$ cat config.mk
export PLATFORM = sky130hd
export DESIGN_NAME = soc_system_stepper_monitor
export DESIGN_NICKNAME = d
export VERILOG_FILES = /design/src/rtl/soc_system_stepper_monitor.sv
export SDC_FILE = /design/constraint.sdc
export NUM_CORES = 1
export LEC_CHECK = 0
export CAP_MARGIN = 30
export CORE_MARGIN = 3
export CORE_UTILIZATION = 57
export DETAILED_ROUTE_END_ITERATION = 6
export PLACE_DENSITY = 0.88
export SETUP_SLACK_MARGIN = 0.1
export SLEW_MARGIN = 20
export SYNTH_ARGS = -nofsm -noshare
export SYNTH_HDL_FRONTEND = slang
export SYNTH_SLANG_ARGS = --single-unit
$ cat constraint.sdc
create_clock -name clk -period 5.4 [get_ports clk]
set_input_delay 0.81 -clock clk [delete_from_list [all_inputs] [get_ports clk]]
set_output_delay 0.81 -clock clk [all_outputs]
set_load 0.02 [all_outputs]
$ cat src/rtl/soc_system_stepper_monitor.sv
// Avalon-MM step/dir/enable_n monitor: synchronizes the driver pins, qualifies step
// pulses and keeps a signed position with target compare, overflow and collision flags.
module soc_system_stepper_monitor #(
  parameter int POS_WIDTH   = 32,
  parameter int SYNC_STAGES = 2,
  parameter int MIN_PULSE   = 2
) (
  input  logic        clk,
  input  logic        reset,
  input  logic [1:0]  address,
  input  logic        chipselect,
  input  logic        write_n,
  input  logic [31:0] writedata,
  output logic [31:0] readdata,
  input  logic [2:0]  in_port,
  output logic        irq
);

  localparam int CW = (MIN_PULSE < 2) ? 1 : $clog2(MIN_PULSE + 1);

  localparam logic [POS_WIDTH-1:0] POS_MAX = {1'b0, {(POS_WIDTH-1){1'b1}}};
  localparam logic [POS_WIDTH-1:0] POS_MIN = {1'b1, {(POS_WIDTH-1){1'b0}}};
  localparam logic [CW-1:0]        HI_MAX  = CW'(MIN_PULSE);
  localparam logic [CW-1:0]        HI_ARM  = CW'(MIN_PULSE - 1);

  logic [SYNC_STAGES-1:0] sync_step, sync_dir, sync_en_n, sync_fill;
  logic                   step_s, dir_s, en_n_s, sync_valid;

  logic [CW-1:0]          hi_cnt;
  logic                   armed;
  logic                   qualify;

  logic [POS_WIDTH-1:0]   position, target;
  logic [POS_WIDTH-1:0]   pos_stepped;
  logic [3:0]             control;
  logic                   match, overflow, collision;

  logic                   count_en, gate_en, dir_invert, irq_en;
  logic                   apply, step_up, step_wraps;
  logic                   wr, wr_pos, wr_tgt, wr_ctl, wr_sts;
  logic                   set_match, set_ovf, set_col;

  assign count_en   = control[0];
  assign gate_en    = control[1];
  assign dir_invert = control[2];
  assign irq_en     = control[3];

  // Input synchronizers; sync_fill marks when the last stage holds a post-reset sample.
  always_ff @(posedge clk) begin
    if (reset) begin
      sync_step <= '0;
      sync_dir  <= '0;
      sync_en_n <= '0;
      sync_fill <= '0;
    end else begin
      sync_step <= {sync_step[SYNC_STAGES-2:0], in_port[0]};
      sync_dir  <= {sync_dir[SYNC_STAGES-2:0],  in_port[1]};
      sync_en_n <= {sync_en_n[SYNC_STAGES-2:0], in_port[2]};
      sync_fill <= {sync_fill[SYNC_STAGES-2:0], 1'b1};
    end
  end

  assign step_s     = sync_step[SYNC_STAGES-1];
  assign dir_s      = sync_dir[SYNC_STAGES-1];
  assign en_n_s     = sync_en_n[SYNC_STAGES-1];
  assign sync_valid = sync_fill[SYNC_STAGES-1];

  assign qualify = step_s && armed && (hi_cnt == HI_ARM);

  // Arming only on a genuinely sampled low keeps a step held across reset from counting.
  always_ff @(posedge clk) begin
    if (reset) begin
      hi_cnt <= '0;
      armed  <= 1'b0;
    end else begin
      if (!step_s)
        hi_cnt <= '0;
      else if (hi_cnt != HI_MAX)
        hi_cnt <= hi_cnt + 1'b1;

      if (!step_s && sync_valid)
        armed <= 1'b1;
      else if (qualify)
        armed <= 1'b0;
    end
  end

  assign apply       = qualify && count_en && (!gate_en || !en_n_s);
  assign step_up     = dir_s ^ dir_invert;
  assign pos_stepped = step_up ? position + 1'b1 : position - 1'b1;
  assign step_wraps  = step_up ? (position == POS_MAX) : (position == POS_MIN);

  assign wr     = chipselect && !write_n;
  assign wr_pos = wr && (address == 2'd0);
  assign wr_tgt = wr && (address == 2'd1);
  assign wr_ctl = wr && (address == 2'd2);
  assign wr_sts = wr && (address == 2'd3);

  // A preset wins over a concurrent step; the lost step is reported as a collision.
  assign set_col   = apply && wr_pos;
  assign set_ovf   = apply && !wr_pos && step_wraps;
  assign set_match = apply && !wr_pos && (pos_stepped == target);

  always_ff @(posedge clk) begin
    if (reset) begin
      position <= '0;
      target   <= '0;
      control  <= '0;
    end else begin
      if (wr_pos)
        position <= writedata[POS_WIDTH-1:0];
      else if (apply)
        position <= pos_stepped;

      if (wr_tgt)
        target <= writedata[POS_WIDTH-1:0];

      if (wr_ctl)
        control <= writedata[3:0];
    end
  end

  // Sticky flags: write-1-to-clear, with a same-cycle set taking priority.
  always_ff @(posedge clk) begin
    if (reset) begin
      match     <= 1'b0;
      overflow  <= 1'b0;
      collision <= 1'b0;
    end else begin
      match     <= set_match || (match     && !(wr_sts && writedata[0]));
      overflow  <= set_ovf   || (overflow  && !(wr_sts && writedata[1]));
      collision <= set_col   || (collision && !(wr_sts && writedata[2]));
    end
  end

  always_comb begin
    readdata = '0;
    case (address)
      2'd0: readdata = 32'($signed(position));
      2'd1: readdata = 32'($signed(target));
      2'd2: readdata = {28'd0, control};
      2'd3: readdata = {25'd0, en_n_s, dir_s, step_s, 1'b0, collision, overflow, match};
      default: readdata = '0;
    endcase
  end

  assign irq = match && irq_en;

endmodule

* Word level (Yosys, flattened, before mapping)
Cells that the tools add are included.
** Cells by class
- Add/sub/neg operators :: 3
- Equality and inequality tests :: 8
- Muxes and demuxes :: 8
- Bitwise gates (word level) :: 2
- Reductions and logical operators :: 37
** Operators with widths (count)
- one-hot mux 32 bit (4 select lines) :: 1
- 2-to-1 mux 32 bit :: 3
- adder 32 x 1 -> 32 bit (second input constant) :: 1
- equality test 32 x 31 -> 1 bit (second input constant) :: 1
- equality test 32 bit :: 1
- equality test 32 bit (second input constant) :: 1
- subtractor 32 x 1 -> 32 bit (second input constant) :: 1
- logical AND 1 bit :: 21
- logical NOT 1 bit :: 8
- equality test 2 x 1 -> 1 bit (second input constant) :: 2
- equality test 2 bit (second input constant) :: 2
- logical OR 1 bit :: 4
- 2-to-1 mux 1 bit :: 4
- nonzero test 2 bit :: 2
- adder 2 x 1 -> 2 bit (second input constant) :: 1
- logical NOT 2 bit :: 1
- != test 2 bit (second input constant) :: 1
- OR reduction 2 bit :: 1
- NOT 1 bit :: 1
- bitwise XOR 1 bit :: 1
** Word-level totals
- Flip-flop bits (word level) :: 82
- Input bits :: 41
- Logic and storage cells :: 71

* Longest topological paths before layout
Gate-level depths: netlist of run 1.
- Depth in word-level cells :: 7
- Depth in mapped cells :: 16

* Worst setup path after synthesis of run 1
OpenSTA, ideal clock, no wires.
- Kind :: reg-to-reg
- Start point :: register control[2]
- End point :: register match
- Setup time :: 84 ps
- Arrival :: 3711 ps
- Data required time :: 5316 ps
- Path slack :: 1604 ps
- Cell stages (with the launch flop) :: 17
- Path buffers :: 4
- Clock period less this slack :: 3796 ps
- Cells stage by stage :: dfxtp_1 -> xor2_2 -> buf_2 -> buf_2 -> buf_2 -> buf_2 -> xnor2_1 -> ha_1 -> nor4_1 -> nand3_1 -> o22ai_2 -> xnor2_1 -> a2111oi_2 -> nand4_1 -> nor4_1 -> nand4_1 -> o31ai_2
** Between the ends
- Word-level cells in the longest chain between the ends :: 5
** RTL lines
- start, declared :: RTL line 35 : logic [3:0] control;
- start signal, assigned :: RTL line 119 : control <= writedata[3:0];
- bitwise XOR 1 bit :: RTL line 89 : assign step_up = dir_s ^ dir_invert;
- 2-to-1 mux 32 bit :: RTL line 90 : assign pos_stepped = step_up ? position + 1'b1 : position - 1'b1;
- equality test 32 bit :: RTL line 102 : assign set_match = apply && !wr_pos && (pos_stepped == target);
- logical AND 1 bit :: RTL line 102
- logical OR 1 bit :: RTL line 130 : match <= set_match || (match && !(wr_sts && writedata[0]));
- end signal, assigned :: RTL line 130
- end, declared :: RTL line 36 : logic match, overflow, collision;
Every way passes these cells.
A chain may end at the register's enable or synchronous reset.

* Worst setup path after layout of run 1
Same ends and word-level chain as after synthesis.

==> results.yml, run 1 <==
run_status:
  outcome: "complete, no violations"
global_routing:
  grt_util_met3_pct: 3.61
  grt.met1_usage_pct: 42.1
  first_global_vias: 5583
  grt_first_pass_wirelength_mm: 28.4
  globalRoute.totalOverflow: 0
  largest_net_degree_at_the_start_of_global_routing: 80
  grt_antenna_before_repair: 0
  global_route.usage.total_pct: 29.5
  grt-busiest-layer: "met2"
  grtUsageMet2_pct: 46.8
finish:
  final_design_area_no_fill_mm2: 0.00710
  nNetsFinal: 907
  fin_util_pct: 67.9
  instances_no_fill: 1004
  drive_gt1_share_pct: 5.99
  multiInputGateArea_mm2: 0.00426
  insertedDiodeCount: 0
  number_of_fillers_in_the_final_layout: 937
  areaGrowthSynthToFinish_pct: 14.5
  area.sequential_mm2: 0.00164
die:
  die_h_um: 110
  core_box_area_mm2: 0.0105
  initial_core_util_pct: 59.3
  floorplan.die.width_um: 110
  die_ar_mm2: 0.0122
  rows: 37
  design.portCount: 74
detailed_routing:
  detailedRoute.firstIterationViolations: 736
  post_drt_wl_per_cell_um: 17.8
  detailed_routing_iteration_count_for_the_pre_antenna_repair_pass: 5
  detail_route.vias_per_cell: 6.29
  detail-route-antenna-nets: 0
  detailroute.via_count: 6313
  drt-total-wl_mm: 17.9
  drt_drc_violations_left: 0
placed_design:
  numPlacedInstances: 988
  gp_congestion: 0.975
  detailedPlace.worstSlack_ns: 1.79
  hpwlAfterDp_mm: 12.7
  buffer_ports.inserted: 73
  placedInstanceArea_mm2: 0.00690
power:
  combinationalPowerShare_pct: 29.8
  switchingPower_uw: 587
  p_leak_nw: 2.52
  relative_contribution_of_the_clock_network_to_total_power_pct: 28.9
  power.switching_fraction_pct: 36.8
  internal_power_mw: 1.01
  power.ir.vdd_worst_v: 0.000158
  power_density_mw_per_mm2: 224
  share_seq_of_total_power_pct: 41.4
hold_path:
  hold_start: "sync_step[0]"
  hold_path.class: "reg2reg"
timing:
  hold_viol: 0
  max_slew_headroom_pct: 42.8
  final.min_clock_period_ns: 3.65
  setup_violations: 0
  worst_slack_ns: 1.75
  skew_ns: 0.0182
  fin_crit_sh_pct: 67.5
  clock.fmax_mhz: 274
  maxSlewViolCount: 0
  rsz_0062_raised_after_global_routing: "no"
  worst_pin_slew_ns: 0.856
  total_negative_slack_ns: 0
logic_synthesis:
  synthTopCellsByArea: "dfxtp_1 26%, nand2_1 7.1%, mux2i_1 6.9%"
  cell_area_after_synthesis_mm2: 0.00620
  yosys_register_bits: 82
  yosys.cell_types.count: 67
  synth_ff_type: "dfxtp_1"
  syn-instance-count: 843
  post-synth-top-area-fraction_pct: 26.5
  dominant_cell_type_by_area_after_synthesis: "dfxtp_1"
  yosysSeqAreaShare_pct: 26.5
  number_of_enable_flip_flop_cells_after_synthesis: 0
  total_of_warnings_raised_by_yosys: 0
  postSynthAreaPerCell_um2: 7.36
  synthArstFlopShare_pct: 0
  postSynthNetCount: 887
worst_setup_path:
  setup.worst_path.class: "reg2reg"
  setup.worst_path.end_class: "flip-flop"
  path_max_fanout: 8
  worst_ep_arrival_time_ns: 3.93
  worstPathRequired_ns: 5.69
  crit_path_start_kind: "flip-flop"
  setup.worst_path.start: "control[2]"
  regToRegStartpoint: "control[2]"
  worst-r2r-setup-slack_ns: 1.75
clock_network:
  cts_tree: "yes"
  cts_root_buf: "clkbuf_8"
  cts_max_level: 3
  cts.repair_timing.setup_buffer_count: 0
  hold_buffers: 0
  reg_clk_slew_reported_paths_ns: 0.11
  cts_buffers: 9
  clk_lat_worst_skew_ns: 0.37
  post_cts.resized_instances: 0
  cts_sinks: 82
  cts_max_path_buffers: 2
run:
  drv.max_cap_violation_count: 0
-- critical path: stages (launching register included) --
cell	delay (ns)
dfxtp_1	0.59
xor2_4	0.20
xnor2_1	0.09
ha_1	0.28
nor4_1	0.61
nand3_1	0.23
o22ai_2	0.24
xnor2_1	0.13
a2111oi_2	0.29
nand4_1	0.18
nor4_1	0.35
nand4_1	0.16
o31ai_2	0.20
-- path summary, 6_finish.rpt --
check / depth (start not counted) / endpoint
worst max-delay path: 12 / match
worst max register to register: 12 / match
worst min-delay path: 1 / sync_step[1]
worst min register to register: 1 / sync_step[1]
-- sequential cells by signal, summed over array words and instances (netlist names) --
register   cells
target        32
collision      1
hi_cnt         2
position      32
sync_en_n      2
armed          1
sync_step      2
match          1
control        4
overflow       1
sync_fill      2
sync_dir       2
-- cells in the mapped netlist (22+ instances only) --
| cell | instances |
|---|---|
| a211oi_1 | 22 |
| a21oi_1 | 53 |
| clkbuf_1 | 50 |
| dfxtp_1 | 82 |
| mux2i_1 | 43 |
| nand2_1 | 117 |
| nand3_1 | 26 |
| nand4_1 | 24 |
| nor2_1 | 110 |
| nor3_1 | 22 |
| o21ai_0 | 27 |
| xnor2_1 | 46 |
| xor2_1 | 33 |
-- power groups by stage --
stage	sequential, mW	combinational, mW	clock, mW
after floorplan	0.646	0.353	0
after global placement	0.671	0.462	0
after detailed placement	0.671	0.463	0
after CTS	0.657	0.466	0.465
after global routing	0.663	0.515	0.486
final	0.659	0.474	0.460
-- placed cells by master (no fill, tap or decap), types with 26 or more instances in the layout --
cell type,Yosys,routed
nand2_1,117,117
nor2_1,110,110
dfxtp_1,82,82
clkdlybuf4s50_1,0,71
a21oi_1,53,53
xnor2_1,46,46
mux2i_1,43,43
xor2_1,33,33
o21ai_0,27,27
nand3_1,26,26
-- metal layers --
layer / share of wire [%] / routed length [um]
met2: 46 / 8200
met3: 7.7 / 1390
met4: 2.0 / 359
met5: 0 / 0
met1: 44 / 7950
-- logic make-up after synthesis --
kind of cell	Yosys count	synth area share, %
buf+inv	80	5.20
simple gates	391	30.6
flops	82	26.5
xor+xnor	81	11.7
mux	49	8.57
compound gates	157	16.9
fa+ha+maj	3	0.605
-- stage by stage --
stage,total power [mW],hold slack (ns)
final,1.59,0.450
after global routing,1.66,0.478
after CTS,1.59,0.456
after detailed placement,1.13,0.426
after global placement,1.13,0.419
after floorplan,0.999,0.414
-- cell type report --
type | instances | share of cell area, %
well taps | 136 | 2.40
repair buffers | 83 | 11.3
multi-input cells | 681 | 60.0
clock buffers | 9 | 1.74
clock inverters | 7 | 1.08
inverters | 6 | 0.317
flip-flops and latches | 82 | 23.1
Note: power is estimated with default switching activity, not from simulation.
==> run 2: changes to the inputs <==
clock period = 3.4 ns   (was 5.4 ns; I/O delays follow)
==> run 2 against run 1 <==
Against the previous run: first-iteration DRC count is 3.3% lower; utilization is 2.5 points higher; register-to-register slack worse by 1.5 ns.
==> results.yml, run 2 (synthesis gave the netlist of run 1 again) <==
run_status:
  outcome: "complete, no violations"
finish:
  instances_no_fill: 1029
  nNetsFinal: 932
  final_design_area_no_fill_mm2: 0.00736
  number_of_fillers_in_the_final_layout: 871
  drive_gt1_share_pct: 10.3
  insertedDiodeCount: 0
  largestRegisters: "position (32), target (32), control (4)"
  fin_util_pct: 70.4
  leading_cell_type_in_the_layout_fill_and_taps_excluded: "nand2_1"
  mostFrequentLayoutCells: "117 x nand2_1, 110 x nor2_1, 78 x dfxtp_1"
  areaGrowthSynthToFinish_pct: 18.7
clock_network:
  clk_lat_worst_skew_ns: 0.38
  cts_max_path_buffers: 2
  reg_clk_slew_reported_paths_ns: 0.11
  cts_sinks: 82
  cts_tree: "yes"
  cts_buffers: 9
  cts_max_level: 3
  cts_root_buf: "clkbuf_8"
worst_setup_path:
  regToRegStartpoint: "sync_dir[1]"
  worstPathRequired_ns: 3.71
  setup.worst_path.end_class: "flip-flop"
  path_max_fanout: 8
  critical_path.n_buffers_inverters: 0
  timing.critical_path.mode_cell: "xnor2_1"
  critical_path.max_stage_delay_ns: 0.51
  setup.worst_path.class: "reg2reg"
  crit_path_slowest_cell: "or4_1"
  worst-r2r-setup-slack_ns: 0.27
  worst_ep_arrival_time_ns: 3.43
  r2r_cells: 12
  critical-path-top-delay-family: "compound AO/OA/AOI/OAI gates"
  crit_path_start_kind: "flip-flop"
  worst_r2r_endpoint: "match"
  cp_cell_sequence: "xor2_4 -> xnor2_1 -> ha_2 -> nand3_1 -> nor2_1 -> o221a_2 -> or4_1 -> o21ai_1 -> xnor2_1 -> a211oi_1 -> nand4_1 -> o31ai_2"
timing:
  hold_viol: 0
  worst_slack_ns: 0.274
  clock.fmax_mhz: 320
  rsz_0062_raised_after_global_routing: "no"
  setup_violations: 0
  maxSlewViolCount: 0
  hold-worst-slack_ns: 0.451
  skew_ns: 0.0141
  fin_crit_sh_pct: 91.9
  total_negative_slack_ns: 0
  worst_pin_slew_ns: 0.989
  final.min_clock_period_ns: 3.13
  max_slew_headroom_pct: 34.0
die:
  core_box_area_mm2: 0.0105
  floorplan.die.width_um: 110
  die_ar_mm2: 0.0122
  design.portCount: 74
  initial_core_util_pct: 59.3
  rows: 37
  die_h_um: 110
placed_design:
  placedInstanceArea_mm2: 0.00706
  buffer_ports.inserted: 73
  hpwlAfterDp_mm: 13.7
  numPlacedInstances: 1007
  gp_congestion: 0.997
  detailedPlace.worstSlack_ns: 0.121
global_routing:
  largest_net_degree_at_the_start_of_global_routing: 80
  grt_antenna_before_repair: 1
  grt_first_pass_wirelength_mm: 29.9
  first_global_vias: 5929
  global_route.usage.total_pct: 31.2
  globalRoute.totalOverflow: 0
detailed_routing:
  detail-route-antenna-nets: 0
  detailed_routing_iteration_count_for_the_pre_antenna_repair_pass: 5
  drt-total-wl_mm: 19.2
  post_drt_wl_per_cell_um: 18.6
  drt_drc_violations_left: 0
  detail_route.vias_per_cell: 6.42
  detailroute.via_count: 6605
  detailedRoute.firstIterationViolations: 712
power:
  power.ir.vdd_worst_v: 0.000295
  post-layout-total-power_mw: 2.60
  p_leak_nw: 2.63
  power_density_mw_per_mm2: 353
run:
  drv.max_cap_violation_count: 0
hold_path:
  hold_path.class: "reg2reg"
  min_delay_path_depth: 1
  hold_start: "sync_step[0]"
  holdPathEnd: "sync_step[1]"
[run 2: cell count changes in the layout (fill, tap and decap cells not counted), moves of 2 or more]
cell | before | now
dfxtp_2 | 0 | 2
inv_8 | 3 | 1
nor4_1 | 18 | 13
dfxtp_1 | 82 | 78
inv_6 | 1 | 4
buf_4 | 9 | 33
nor4_2 | 3 | 8
dfxtp_4 | 0 | 2
clkinv_4 | 2 | 0
[run 2: report_power, final]
part	internal [mW]	total, mW	switching, mW
Sequential	0.988	1.04	0.0510
Clock	0.288	0.738	0.450
Combinational	0.354	0.823	0.469
Total	1.63	2.60	0.971
[run 2: worst max path at each step]
| stage | end | cells past startpoint | from | slack, ns |
|---|---|---|---|---|
| 2_1_floorplan | match | 16 | control[2] | 0.12 |
| 3_3_place_gp | match | 10 | write_n | 0.17 |
| 3_5_place_dp | match | 10 | write_n | 0.12 |
| 4_1_cts | match | 9 | control[2] | 0.15 |
| 5_1_grt | match | 12 | control[2] | 0.11 |
| 6_report | match | 12 | sync_dir[1] | 0.27 |
[run 2: worst reg2reg max path: stages (launching register included)]
cell	delay (ns)
dfxtp_4	0.40
xor2_4	0.20
xnor2_1	0.13
ha_2	0.22
nand3_1	0.18
nor2_1	0.09
o221a_2	0.33
or4_1	0.51
o21ai_1	0.15
xnor2_1	0.12
a211oi_1	0.36
nand4_1	0.17
o31ai_2	0.20
[run 2: area by class of cell]
type	instances	area, um^2	area share, %
Multi-Input combinational cell	682	4340	59.0
Sequential cell	82	1650	22.4
Timing Repair Buffer	107	983	13.4
Tap cell	136	170	2.31
Clock buffer	9	124	1.68
Clock inverter	7	70.1	0.952
Inverter	6	22.5	0.306
[run 2: layer usage]
metal  vias to the layer above  wire length [um]  GRT usage, %
met5                         -                17             0
met4                         2               439          11.0
met3                        48              1880          6.12
met2                       391              8780          49.2
met1                      3075              8060          42.5
li1                       3089                 -             -
[run 2: timing repair]
item | in CTS | in global routing
buffers inserted | 0 | 5
resized for setup | 0 | 14
endpoints found under the setup margin | 0 | 1
hold buffers | 0 | 0
==> run 3: changes to the inputs <==
GPL_ROUTABILITY_DRIVEN = 0   (was not set)
==> run 3 against run 2 <==
Against the previous run: global-route usage shrank 0.80 points; fmax shrank 1.9%; power shrank 0.73%; largest power group unchanged; die area is the same; clock-buffer cell count is the same; critical path depth shrank 3; worst hold slack lost 0.0090 ns; highest routed layer is now met4; critical endpoint unchanged; non-clock buffer count shrank 9.
==> results.yml, run 3 (synthesis gave the netlist of run 1 again) <==
run_status:
  outcome: "complete, no violations"
timing:
  setup_violations: 0
  hold_viol: 0
  total_negative_slack_ns: 0
  worst_pin_slew_ns: 0.874
  skew_ns: 0.0106
  clock.fmax_mhz: 314
  final.min_clock_period_ns: 3.19
  rsz_0062_raised_after_global_routing: "no"
  max_slew_headroom_pct: 41.6
  fin_crit_sh_pct: 93.7
  maxSlewViolCount: 0
worst_setup_path:
  setup.worst_path.class: "reg2reg"
  worst_ep_arrival_time_ns: 3.49
  path_max_fanout: 15
  setup.worst_path.end_class: "flip-flop"
  worstPathRequired_ns: 3.70
  crit_path_start_kind: "flip-flop"
detailed_routing:
  detail-route-antenna-nets: 0
  detail_route.vias_per_cell: 6.36
  wl_met1_mm: 7.77
  detailroute.via_count: 6476
  drt_drc_violations_left: 0
  wl_met3_mm: 1.74
  met2WireLength_mm: 8.53
  post_drt_wl_per_cell_um: 18.1
  detailed_routing_iteration_count_for_the_pre_antenna_repair_pass: 5
  drt-total-wl_mm: 18.5
  top_signal_layer_used: "met4"
  detailedRoute.firstIterationViolations: 678
placed_design:
  numPlacedInstances: 1003
  placedInstanceArea_mm2: 0.00703
  hpwlAfterDp_mm: 13.3
  buffer_ports.inserted: 73
finish:
  areaGrowthSynthToFinish_pct: 16.8
  mostFrequentLayoutCells: "117 x nand2_1, 110 x nor2_1, 80 x dfxtp_1"
  insertedDiodeCount: 0
  nNetsFinal: 922
  drive_gt1_share_pct: 8.38
  leading_cell_type_in_the_layout_fill_and_taps_excluded: "nand2_1"
  final_design_area_no_fill_mm2: 0.00725
  largestRegisters: "position (32), target (32), control (4)"
  instances_no_fill: 1019
power:
  switchingPower_uw: 907
  share_seq_of_total_power_pct: 40.3
  power_density_mw_per_mm2: 356
  internal_power_mw: 1.67
  relative_contribution_of_the_clock_network_to_total_power_pct: 29.5
  combinationalPowerShare_pct: 30.2
  power.switching_fraction_pct: 35.1
  p_leak_nw: 2.59
  power.ir.vdd_worst_v: 0.000345
global_routing:
  largest_net_degree_at_the_start_of_global_routing: 80
  first_global_vias: 5921
  global_route.usage.total_pct: 30.4
  grt_antenna_before_repair: 0
  globalRoute.totalOverflow: 0
  grt_first_pass_wirelength_mm: 29.2
clock_network:
  cts_max_level: 3
  reg_clk_slew_reported_paths_ns: 0.10
  post_cts.resized_instances: 0
  clk_lat_worst_skew_ns: 0.38
  cts_sinks: 82
  cts_buffers: 9
  cts_tree: "yes"
  cts_max_path_buffers: 2
  cts.repair_timing.setup_buffer_count: 0
  hold_buffers: 0
  cts_root_buf: "clkbuf_8"
die:
  initial_core_util_pct: 59.3
  core_box_area_mm2: 0.0105
  die_ar_mm2: 0.0122
  floorplan.die.width_um: 110
  rows: 37
  design.portCount: 74
  die_h_um: 110
hold_path:
  hold_path.class: "reg2reg"
run:
  drv.max_cap_violation_count: 0
==> run 3: through the flow <==
stage          worst slack [ns]  utilization (%)  hold WS (ns)  total power [mW]
6_report                  0.213             69.3         0.442              2.58
4_1_cts                   0.201             69.2         0.450              2.57
5_1_grt                   0.100             69.3         0.467              2.69
3_5_place_dp              0.194             67.2         0.427              1.81
3_3_place_gp              0.281             67.2         0.419              1.80
2_1_floorplan             0.122                -         0.412              1.59
==> run 3: path summary, 6_finish.rpt <==
check	start	to	slack, ns	cells past startpoint
max	position[13]	match	0.21	9
min reg2reg	sync_step[0]	sync_step[1]	0.44	1
min	sync_step[0]	sync_step[1]	0.44	1
max reg2reg	position[13]	match	0.21	9
==> run 3: cell type report <==
cell class / count / area [um^2]
well taps: 136 / 170
flip-flops and latches: 82 / 1650
clock inverters: 7 / 81.3
clock buffers: 9 / 124
multi-input cells: 681 / 4290
fillers: 880 / 3220
repair buffers: 98 / 912
inverters: 6 / 22.5
==> run 3: critical path: stages, from the launching register on <==
cell       delay [ns]
dfxtp_1          0.50
or4_1            0.70
or4_4            0.46
o22ai_2          0.16
xnor2_1          0.13
a2111oi_2        0.31
nand4_1          0.13
nor4_1           0.35
nand4_1          0.17
o31ai_2          0.20
==> run 3: routing by layer <==
layer / vias up / GRT usage [%]
li1: 3069 / -
met1: 2985 / 40.7
met2: 370 / 49.0
met3: 52 / 6.58
met4: 0 / 9.15
met5: - / 0
==> run 3: power groups by stage <==
stage	sequential, mW	combinational, mW	clock, mW
finish	1.04	0.780	0.762
CTS	1.04	0.760	0.770
global route	1.04	0.843	0.801
detailed placement	1.06	0.755	0
floorplan	1.03	0.567	0
global placement	1.06	0.745	0
